==> config.mk <==
export PLATFORM = sky130hd
export DESIGN_NAME = spi_slave
export DESIGN_NICKNAME = d
export VERILOG_FILES = /design/src/rtl/spi_slave.sv
export SDC_FILE = /design/constraint.sdc
export NUM_CORES = 1
export LEC_CHECK = 0
export ABC_CLOCK_PERIOD_IN_PS = 1800
export BUFFER_PORTS_ARGS = -buffer_cell sky130_fd_sc_hd__buf_2
export CORE_AREA = 2 2 79 81
export DETAILED_ROUTE_END_ITERATION = 8
export DIE_AREA = 0 0 81 83
export HOLD_SLACK_MARGIN = 0.05
export PLACE_DENSITY = 0.61
export SLEW_MARGIN = 20
export SYNTH_ARGS = -nofsm -noshare
export SYNTH_HDL_FRONTEND = slang
export SYNTH_SLANG_ARGS = --single-unit
==> constraint.sdc <==
create_clock -name clk -period 1.8 [get_ports clk]
set_input_delay 0.36 -clock clk [delete_from_list [all_inputs] [get_ports clk]]
set_output_delay 0.36 -clock clk [all_outputs]
set_load 0.05 [all_outputs]
==> src/rtl/spi_slave.sv <==
// -----------------------------------------------------------------------------
// spi_slave
//   SPI slave with all four clock modes. sck, ssn and mosi arrive asynchronously.
//   Each one passes through its own SYNC_STAGES-flop synchronizer. An edge
//   detector on the synchronized sck then drives an IDLE/ACTIVE state machine
//   that shifts out data_s on miso and shifts mosi into data_r_s, MSB first.
//   Bytes follow each other back to back while ssn stays low.
//
// Parameters
//   SYNC_STAGES : number of synchronizer flops on each async input (2..3)
//
// Ports
//   clk      in   system clock, every flop uses its rising edge
//   rst      in   synchronous active-high reset
//   data_s   in   [7:0] byte to transmit, captured on each tx_load
//   spcon    in   [7:0] control: bit6 spen, bit3 CPOL, bit2 CPHA
//   sck      in   SPI clock from the master (async)
//   ssn      in   active-low slave select (async)
//   mosi     in   master-out serial data (async)
//   miso     out  slave-out serial data, 0 when not selected
//   miso_oe  out  pad output enable for miso, high only while ACTIVE
//   data_r_s out  [7:0] last complete received byte
//   rx_done  out  one-cycle pulse when data_r_s updates
//   tx_load  out  one-cycle pulse when data_s is captured into the TX shifter
//   busy     out  high while in ACTIVE
// -----------------------------------------------------------------------------
module spi_slave #(
  parameter int SYNC_STAGES = 2
) (
  input  logic       clk,
  input  logic       rst,
  input  logic [7:0] data_s,
  input  logic [7:0] spcon,
  input  logic       sck,
  input  logic       ssn,
  input  logic       mosi,
  output logic       miso,
  output logic       miso_oe,
  output logic [7:0] data_r_s,
  output logic       rx_done,
  output logic       tx_load,
  output logic       busy
);

  typedef enum logic {S_IDLE, S_ACTIVE} state_t;

  // Synchronizers: new samples enter at bit 0, and the synchronized value is the MSB.
  logic [SYNC_STAGES-1:0] r_sck_sync;
  logic [SYNC_STAGES-1:0] r_ssn_sync;
  logic [SYNC_STAGES-1:0] r_mosi_sync;
  logic                   r_sck_d;
  logic                   r_ssn_d;

  state_t     r_state;
  logic       r_cpol;
  logic       r_cpha;
  logic [7:0] r_tx_sr;
  logic [7:0] r_rx_sr;
  logic [2:0] r_bit_cnt;
  logic       r_first;        // CPHA=1: the next leading edge is the first of a byte
  logic       r_reload_pend;  // CPHA=0: the next shift edge reloads data_s
  logic [7:0] r_data_r;
  logic       r_rx_done;
  logic       r_tx_load;

  logic w_sck_s;
  logic w_ssn_s;
  logic w_mosi_s;
  logic w_sck_rise;
  logic w_sck_fall;
  logic w_ssn_fall;
  logic w_lead;
  logic w_trail;
  logic w_sample;
  logic w_shift;
  logic w_spen;
  logic w_unused_spcon;

  assign w_sck_s  = r_sck_sync[SYNC_STAGES-1];
  assign w_ssn_s  = r_ssn_sync[SYNC_STAGES-1];
  assign w_mosi_s = r_mosi_sync[SYNC_STAGES-1];

  assign w_sck_rise = w_sck_s & ~r_sck_d;
  assign w_sck_fall = ~w_sck_s & r_sck_d;
  assign w_ssn_fall = r_ssn_d & ~w_ssn_s;

  // The mode is the one latched at selection, so a change to spcon mid-selection
  // cannot move the edges.
  assign w_lead   = r_cpol ? w_sck_fall : w_sck_rise;
  assign w_trail  = r_cpol ? w_sck_rise : w_sck_fall;
  assign w_sample = r_cpha ? w_trail : w_lead;
  assign w_shift  = r_cpha ? w_lead  : w_trail;

  assign w_spen         = spcon[6];
  assign w_unused_spcon = &{spcon[7], spcon[5:4], spcon[1:0]};

  // Synchronizers and edge-detect flops all reset to 0. If ssn is already low
  // when reset is released, no falling edge is seen. A transfer therefore needs
  // ssn to go high and then low again.
  always_ff @(posedge clk) begin
    if (rst) begin
      r_sck_sync  <= '0;
      r_ssn_sync  <= '0;
      r_mosi_sync <= '0;
      r_sck_d     <= 1'b0;
      r_ssn_d     <= 1'b0;
    end else begin
      // NOTE: non-blocking assignments let every stage read the value it had
      // before this edge, so the chain really is SYNC_STAGES flops deep.
      r_sck_sync  <= {r_sck_sync[SYNC_STAGES-2:0], sck};
      r_ssn_sync  <= {r_ssn_sync[SYNC_STAGES-2:0], ssn};
      r_mosi_sync <= {r_mosi_sync[SYNC_STAGES-2:0], mosi};
      r_sck_d     <= w_sck_s;
      r_ssn_d     <= w_ssn_s;
    end
  end

  always_ff @(posedge clk) begin
    if (rst) begin
      r_state       <= S_IDLE;
      r_cpol        <= 1'b0;
      r_cpha        <= 1'b0;
      r_tx_sr       <= 8'h00;
      r_rx_sr       <= 8'h00;
      r_bit_cnt     <= 3'd0;
      r_first       <= 1'b0;
      r_reload_pend <= 1'b0;
      r_data_r      <= 8'h00;
      r_rx_done     <= 1'b0;
      r_tx_load     <= 1'b0;
    end else begin
      // Both pulses default low, which keeps each one to a single cycle.
      r_rx_done <= 1'b0;
      r_tx_load <= 1'b0;

      case (r_state)
        S_IDLE: begin
          if (w_ssn_fall && w_spen) begin
            r_state       <= S_ACTIVE;
            r_cpol        <= spcon[3];
            r_cpha        <= spcon[2];
            r_tx_sr       <= data_s;
            r_tx_load     <= 1'b1;
            r_bit_cnt     <= 3'd0;
            r_rx_sr       <= 8'h00;
            r_first       <= 1'b1;
            r_reload_pend <= 1'b0;
          end
        end

        S_ACTIVE: begin
          if (w_ssn_s || !w_spen) begin
            // Deselection or disable aborts any partial byte.
            r_state       <= S_IDLE;
            r_bit_cnt     <= 3'd0;
            r_rx_sr       <= 8'h00;
            r_reload_pend <= 1'b0;
          end else begin
            // Sample and shift edges have opposite sck polarity, so at most
            // one of the two branches below runs in any cycle.
            if (w_sample) begin
              r_rx_sr   <= {r_rx_sr[6:0], w_mosi_s};
              r_bit_cnt <= r_bit_cnt + 3'd1;
              if (r_bit_cnt == 3'd7) begin
                r_data_r  <= {r_rx_sr[6:0], w_mosi_s};
                r_rx_done <= 1'b1;
                if (r_cpha) begin
                  // CPHA=1: the next byte's MSB has to be on miso before the
                  // next leading edge, so the reload happens now.
                  r_tx_sr   <= data_s;
                  r_tx_load <= 1'b1;
                  r_first   <= 1'b1;
                end else begin
                  r_reload_pend <= 1'b1;
                end
              end
            end

            if (w_shift) begin
              if (r_cpha) begin
                if (r_first) r_first <= 1'b0;
                else         r_tx_sr <= {r_tx_sr[6:0], 1'b0};
              end else if (r_reload_pend) begin
                r_tx_sr       <= data_s;
                r_tx_load     <= 1'b1;
                r_reload_pend <= 1'b0;
              end else begin
                r_tx_sr <= {r_tx_sr[6:0], 1'b0};
              end
            end
          end
        end

        default: r_state <= S_IDLE;
      endcase
    end
  end

  assign busy     = (r_state == S_ACTIVE);
  assign miso_oe  = busy;
  assign miso     = busy & r_tx_sr[7];
  assign data_r_s = r_data_r;
  assign rx_done  = r_rx_done;
  assign tx_load  = r_tx_load;

endmodule

Yosys cells after proc, flatten, opt, wreduce, memory -nomap -nowiden
Index checks and enable logic that the tools add are counted.

Bits in registers: 41. Input port bits: 21. Output and inout port bits: 13. Logic and storage cells: 91.

Add/sub/neg operators: 1. Equal/unequal tests: 4. Muxes and demuxes: 52. Bitwise operators: 10. Reduce and logical (&&, ||, !) cells: 8.

Operators by type and width (count): $mux W8 (9); $mux W1 (30); $mux W7 (3); $pmux W8 S2 (1); $pmux W7 S2 (1); $mux W3 (3); $pmux W1 S2 (4); $not A1 Y1 (6); $pmux W3 S2 (1); $reduce_and A2 Y1 (3); $and A1 B1 Y1 (4); $ne A2 B2 Y1 const B (2); $reduce_and A4 Y1 (1); $reduce_or A4 Y1 (1); $add A3 B1 Y3 const B (1); $eq A3 B3 Y1 const B (1); $ne A3 B1 Y1 const B (1); $logic_and A1 B1 Y1 (1); $logic_not A1 Y1 (1); $logic_or A1 B1 Y1 (1).

Longest topological paths before layout
Word-level depth: 10. Mapped depth: 8. Depth with buffers taken out: 7.

Worst setup path before layout
No wires, ideal clock.

Kind: register -> output. Start point: reg r_state, in the netlist busy. End point: out miso. Data arrival time: 1657 ps. Data required time: 1440 ps. Slack: -217 ps. Cell stages (with the launch flop): 4. Path buffers: 2. Path through: dfxtp_1 clkbuf_1 clkbuf_1 and2_1.

Word-level cells in the longest chain between the ends: 1.

Ends and longest elaborated chain: from (decl) (line 54) `state_t r_state;`; from (signal assigned) (line 120) `r_state <= S_IDLE;`; from (signal assigned) (line 139) `r_state <= S_ACTIVE;`; from (signal assigned) (line 154) `r_state <= S_IDLE;`; $and A1 B1 Y1 (line 201) `assign miso = busy & r_tx_sr[7];`; to (decl) (line 37) `output logic miso,`.

No other way between the ends.

Worst setup path after layout
Start point: reg r_sck_d. End point: reg r_tx_sr[2].

Word-level cells in the longest chain between the ends: 10.

Ends and longest elaborated chain: from (decl) (line 51) `logic r_sck_d;`; from (signal assigned) (line 113) `r_sck_d <= w_sck_s;`; $not A1 Y1 (line 83) `assign w_sck_rise = w_sck_s & ~r_sck_d;`; $and A1 B1 Y1 (line 83); $mux W1, on equally long branches (line 89, 90); $mux W1 (line 91) `assign w_sample = r_cpha ? w_trail : w_lead;`; $mux W8 (line 161) `if (w_sample) begin`; $mux W8 (line 181) `if (r_first) r_first <= 1'b0;`; $mux W8 (line 180) `if (r_cpha) begin`; $mux W8 (*) (line 179) `if (w_shift) begin`; $mux W8 (*) (line 152) `if (w_ssn_s || !w_spen) begin`; $pmux W8 S2 (*) (line 136) `case (r_state)`; to (signal assigned) (line 142) `r_tx_sr <= data_s;`; to (signal assigned) (line 182) `else r_tx_sr <= {r_tx_sr[6:0], 1'b0};`; to (signal assigned) (line 184) `r_tx_sr <= data_s;`; to (decl) (line 57) `logic [7:0] r_tx_sr;`.

Mark *: on every way between the ends. The rest lies on a longest branch, timed or not. The select of a mux whose other input is x is not followed. A chain may end at the register's enable or synchronous reset.

==> results.sh <==
export IMPL_status="completed"
export IMPL_drc_errors=0
export IMPL_powerDensity_nw_per_um2=648.4
export IMPL_crit_path_end_kind="register"
export IMPL_fmax_mhz=566.7
export IMPL_use_met2_pct=23.67
export IMPL_globalplace_congestion=0.8527
export IMPL_dpl_cell_area_sq_um=2381
export IMPL_rr_endpoint="r_tx_sr[2]$_SDFFE_PP0P_"
export IMPL_grt_use_met1_pct=20.33
export IMPL_synthDistinctLibCells=48
export IMPL_grt_met3_usage_pct=3.913
export IMPL_fin_area_sq_um=2624
export IMPL_min_to="r_sck_sync[0]$_SDFF_PP0_"
export IMPL_r2r_start="r_sck_d$_SDFF_PP0_"
export IMPL_clkLatencyLatePin_ns=0.30
export IMPL_wire_per_inst_um=13.51
export IMPL_final_common_cell="dfxtp_1"
export IMPL_hold_class="in2reg"
export IMPL_yosys_register_bits=41
export IMPL_hpwl_um=3481
export IMPL_fin_crit_ns=1.765
export IMPL_cts_htree_levels=2
export IMPL_io_buffer_count=28
export IMPL_drv_cap=0
export IMPL_track_usage_pct=14.92
export IMPL_slew_headroom_pct=71.48
export IMPL_grt_pass1_wl_um=8031
export IMPL_synth_cells=232
export IMPL_top_usage_layer="met2"
export IMPL_irDropWorstVdd_uv=369.5
export IMPL_via_count=1807
export IMPL_initial_utilization_pct=34.14
export IMPL_rrSetupSlack_ns=0.04
export IMPL_yosysWarnings=0
export IMPL_hold_violations=0
export IMPL_core_area_sq_um=5816
export IMPL_reg2reg_depth=5
export IMPL_syn_avg_cell_area_sq_um=8.559
export IMPL_nFillCells=609
export IMPL_die_width_um=81
export IMPL_n_antenna_cell=0
export IMPL_clk_pin_slew_worst_paths_ns=0.09
export IMPL_cp_max_fo=6
export IMPL_nets=309
export IMPL_finalSetupViolations=0
export IMPL_crit_path_start_kind="register"
export IMPL_root_buffer="clkbuf_8"
export IMPL_skew_ns=0.008324
export IMPL_firstDrtPassIters=4
export IMPL_hp_start="sck"
export IMPL_drive_gt1_share_pct=34.49
export IMPL_synth_nets=255
export IMPL_antenna_found_initial=0
export IMPL_syn_to_final_growth_pct=32.14
export IMPL_tightest_slew_ns=0.4263
export IMPL_cts_path_max_buffers=2
export IMPL_final_cell_mix="dfxtp_1, nor2_1, buf_4, buf_2, a21oi_1"
export IMPL_cts_sinks=41
export IMPL_numCtsBuffers=5
export IMPL_row_count=28
export IMPL_drtAntennaViolNets=0
export IMPL_tns_ns=0
export IMPL_hold_depth=2
export IMPL_syn_area_sq_um=1986
export IMPL_grt_max_degree=25
export IMPL_avgViaCountPerCell=4.992
export IMPL_grt_pass1_vias=1713
export IMPL_drt_iter0_markers=137
export IMPL_ios=34
export IMPL_cp_slowest_cell="or3b_4"
export IMPL_die_h_um=83
export IMPL_crit_chain="or3b_4 > a211o_4 > o211ai_1 > a21oi_2 > a221o_1"
export IMPL_hold_buffers=0
export IMPL_p_leak_nw=1.105
export IMPL_worst_setup_path_type="reg2reg"
export IMPL_critical_path_max_stage_delay_ns=0.39
export IMPL_yosysSeqAreaShare_pct=41.34
export IMPL_die_area_sq_um=6723
export IMPL_routed_wl_um=4892
export IMPL_slew_violations=0
export IMPL_grt_overflow=0
export IMPL_cts_tree="yes"
export IMPL_post_route_period_util_pct=98.03
export IMPL_required_ns=1.99
export IMPL_arrival_ns=1.96
metrics by stage:
| step | power [W] | setup WS (ns) | instances | util [%] | hold slack (ns) |
|---|---|---|---|---|---|
| after floorplan | 0.001014 | 0.03829 | 232 | - | 0.4138 |
| after global placement | 0.001067 | -0.01369 | 351 | 40.94 | 0.4211 |
| after detailed placement | 0.001068 | -0.02607 | 351 | 40.94 | 0.4204 |
| after CTS | 0.001722 | 0.004325 | 359 | 42.86 | 0.2512 |
| after global routing | 0.001781 | -0.007179 | 362 | 45.12 | 0.2599 |
| final | 0.001701 | 0.03540 | 362 | 45.12 | 0.2680 |
layer usage:
layer,vias to the layer above,share of wire (%)
met1,835,47
met2,34,49
met4,0,0.53
met5,-,0
li1,934,-
met3,4,3.8
worst max-delay path, delay by kind of cell (launching register included):
kind / cells / cell delay (ns)
DFF: 1 / 0.37
and+or+nand+nor: 1 / 0.39
AOI/OAI and AO/OA: 4 / 0.90
flip-flops by register name, summed over array words and instances, names as in the netlist:
signal and count:
r_cpha 1, r_ssn_d 1, r_bit_cnt 3, r_cpol 1, r_tx_sr 8, rx_done 1, r_sck_d 1, r_ssn_sync 2
r_sck_sync 2, r_mosi_sync 2, tx_load 1, r_first 1, r_rx_sr 7, data_r_s 8, r_reload_pend 1, busy 1
how the worst max path moves through the flow:
stage | to | slack [ns] | depth (start not counted) | from
floorplan | r_tx_sr[1]$_SDFFE_PP0P_ | 0.04 | 6 | busy$_SDFF_PP0_
global placement | r_tx_sr[2]$_SDFFE_PP0P_ | -0.01 | 6 | r_cpol$_SDFFE_PP0P_
detailed placement | r_tx_sr[2]$_SDFFE_PP0P_ | -0.03 | 6 | r_cpol$_SDFFE_PP0P_
CTS | r_tx_sr[2]$_SDFFE_PP0P_ | 0.004 | 5 | r_cpol$_SDFFE_PP0P_
global route | r_tx_sr[5]$_SDFFE_PP0P_ | -0.007 | 6 | r_sck_d$_SDFF_PP0_
finish | r_tx_sr[2]$_SDFFE_PP0P_ | 0.04 | 5 | r_sck_d$_SDFF_PP0_
final cells by class:
| cell class | instances | area (sq um) | share of cell area [%] |
|---|---|---|---|
| inverters | 6 | 22.52 | 0.8584 |
| flip-flops and latches | 41 | 832.0 | 31.71 |
| clock buffers | 5 | 68.82 | 2.623 |
| well taps | 75 | 93.84 | 3.577 |
| repair buffers | 60 | 395.4 | 15.07 |
| clock inverters | 3 | 25.02 | 0.9537 |
| multi-input cells | 172 | 1186 | 45.21 |
Yosys cell counts, drive strengths merged:
library cell | number | area (sq um)
o311ai | 1 | 8.760
o31ai | 1 | 21.27
nor2 | 29 | 111.4
nand2b | 4 | 25.02
nand3 | 16 | 80.08
buf | 6 | 32.53
a21bo | 1 | 10.01
inv | 6 | 22.52
mux2i | 13 | 130.1
or3b | 1 | 8.760
xor2 | 1 | 8.760
o41ai | 1 | 8.760
a21o | 1 | 7.510
or4b | 2 | 20.02
o22ai | 1 | 6.260
and2 | 3 | 21.27
nor3b | 3 | 27.52
o21ba | 2 | 20.02
o21ai | 14 | 73.82
o32ai | 1 | 8.760
a221oi | 1 | 15.01
nor2b | 11 | 68.82
nand2 | 15 | 56.30
o21a | 2 | 15.01
nand3b | 3 | 22.52
clkbuf | 7 | 26.28
and3 | 2 | 12.51
a22oi | 3 | 22.52
mux2 | 1 | 11.26
o211ai | 1 | 7.510
a221o | 2 | 20.02
dfxtp | 41 | 820.8
a21oi | 20 | 100.1
a22o | 1 | 8.760
a2111oi | 1 | 15.01
o21bai | 2 | 15.01
o221ai | 2 | 17.52
a211o | 2 | 17.52
ha | 2 | 25.02
and3b | 1 | 8.760
nor3 | 4 | 20.02
or3 | 1 | 6.260
report_power, final:
part	switching (W)	leakage (nW)	internal, W
registers	0.0000112	0.336	0.000918
logic	0.0000697	0.724	0.0000572
clock network	0.000362	0.0452	0.000283
logic make-up after synthesis:
logic type,Yosys count,share of synthesized area (%)
and+or+nand+nor,95,24.64
xor gates and xnor gates,1,0.4412
adders and majority gates,2,1.260
buffers and inverters,19,4.096
muxes,14,7.120
DFF,41,41.34
AOI/OAI and AO/OA,60,21.11
what timing repair did:
item | 4_1_cts | 5_1_grt
resized for setup | 4 | 29
setup endpoints to repair | 7 | 24
gates cloned | 0 | 1
pin swaps | 1 | 9
setup buffers | 0 | 2
Power figures use the tool's default switching activity.
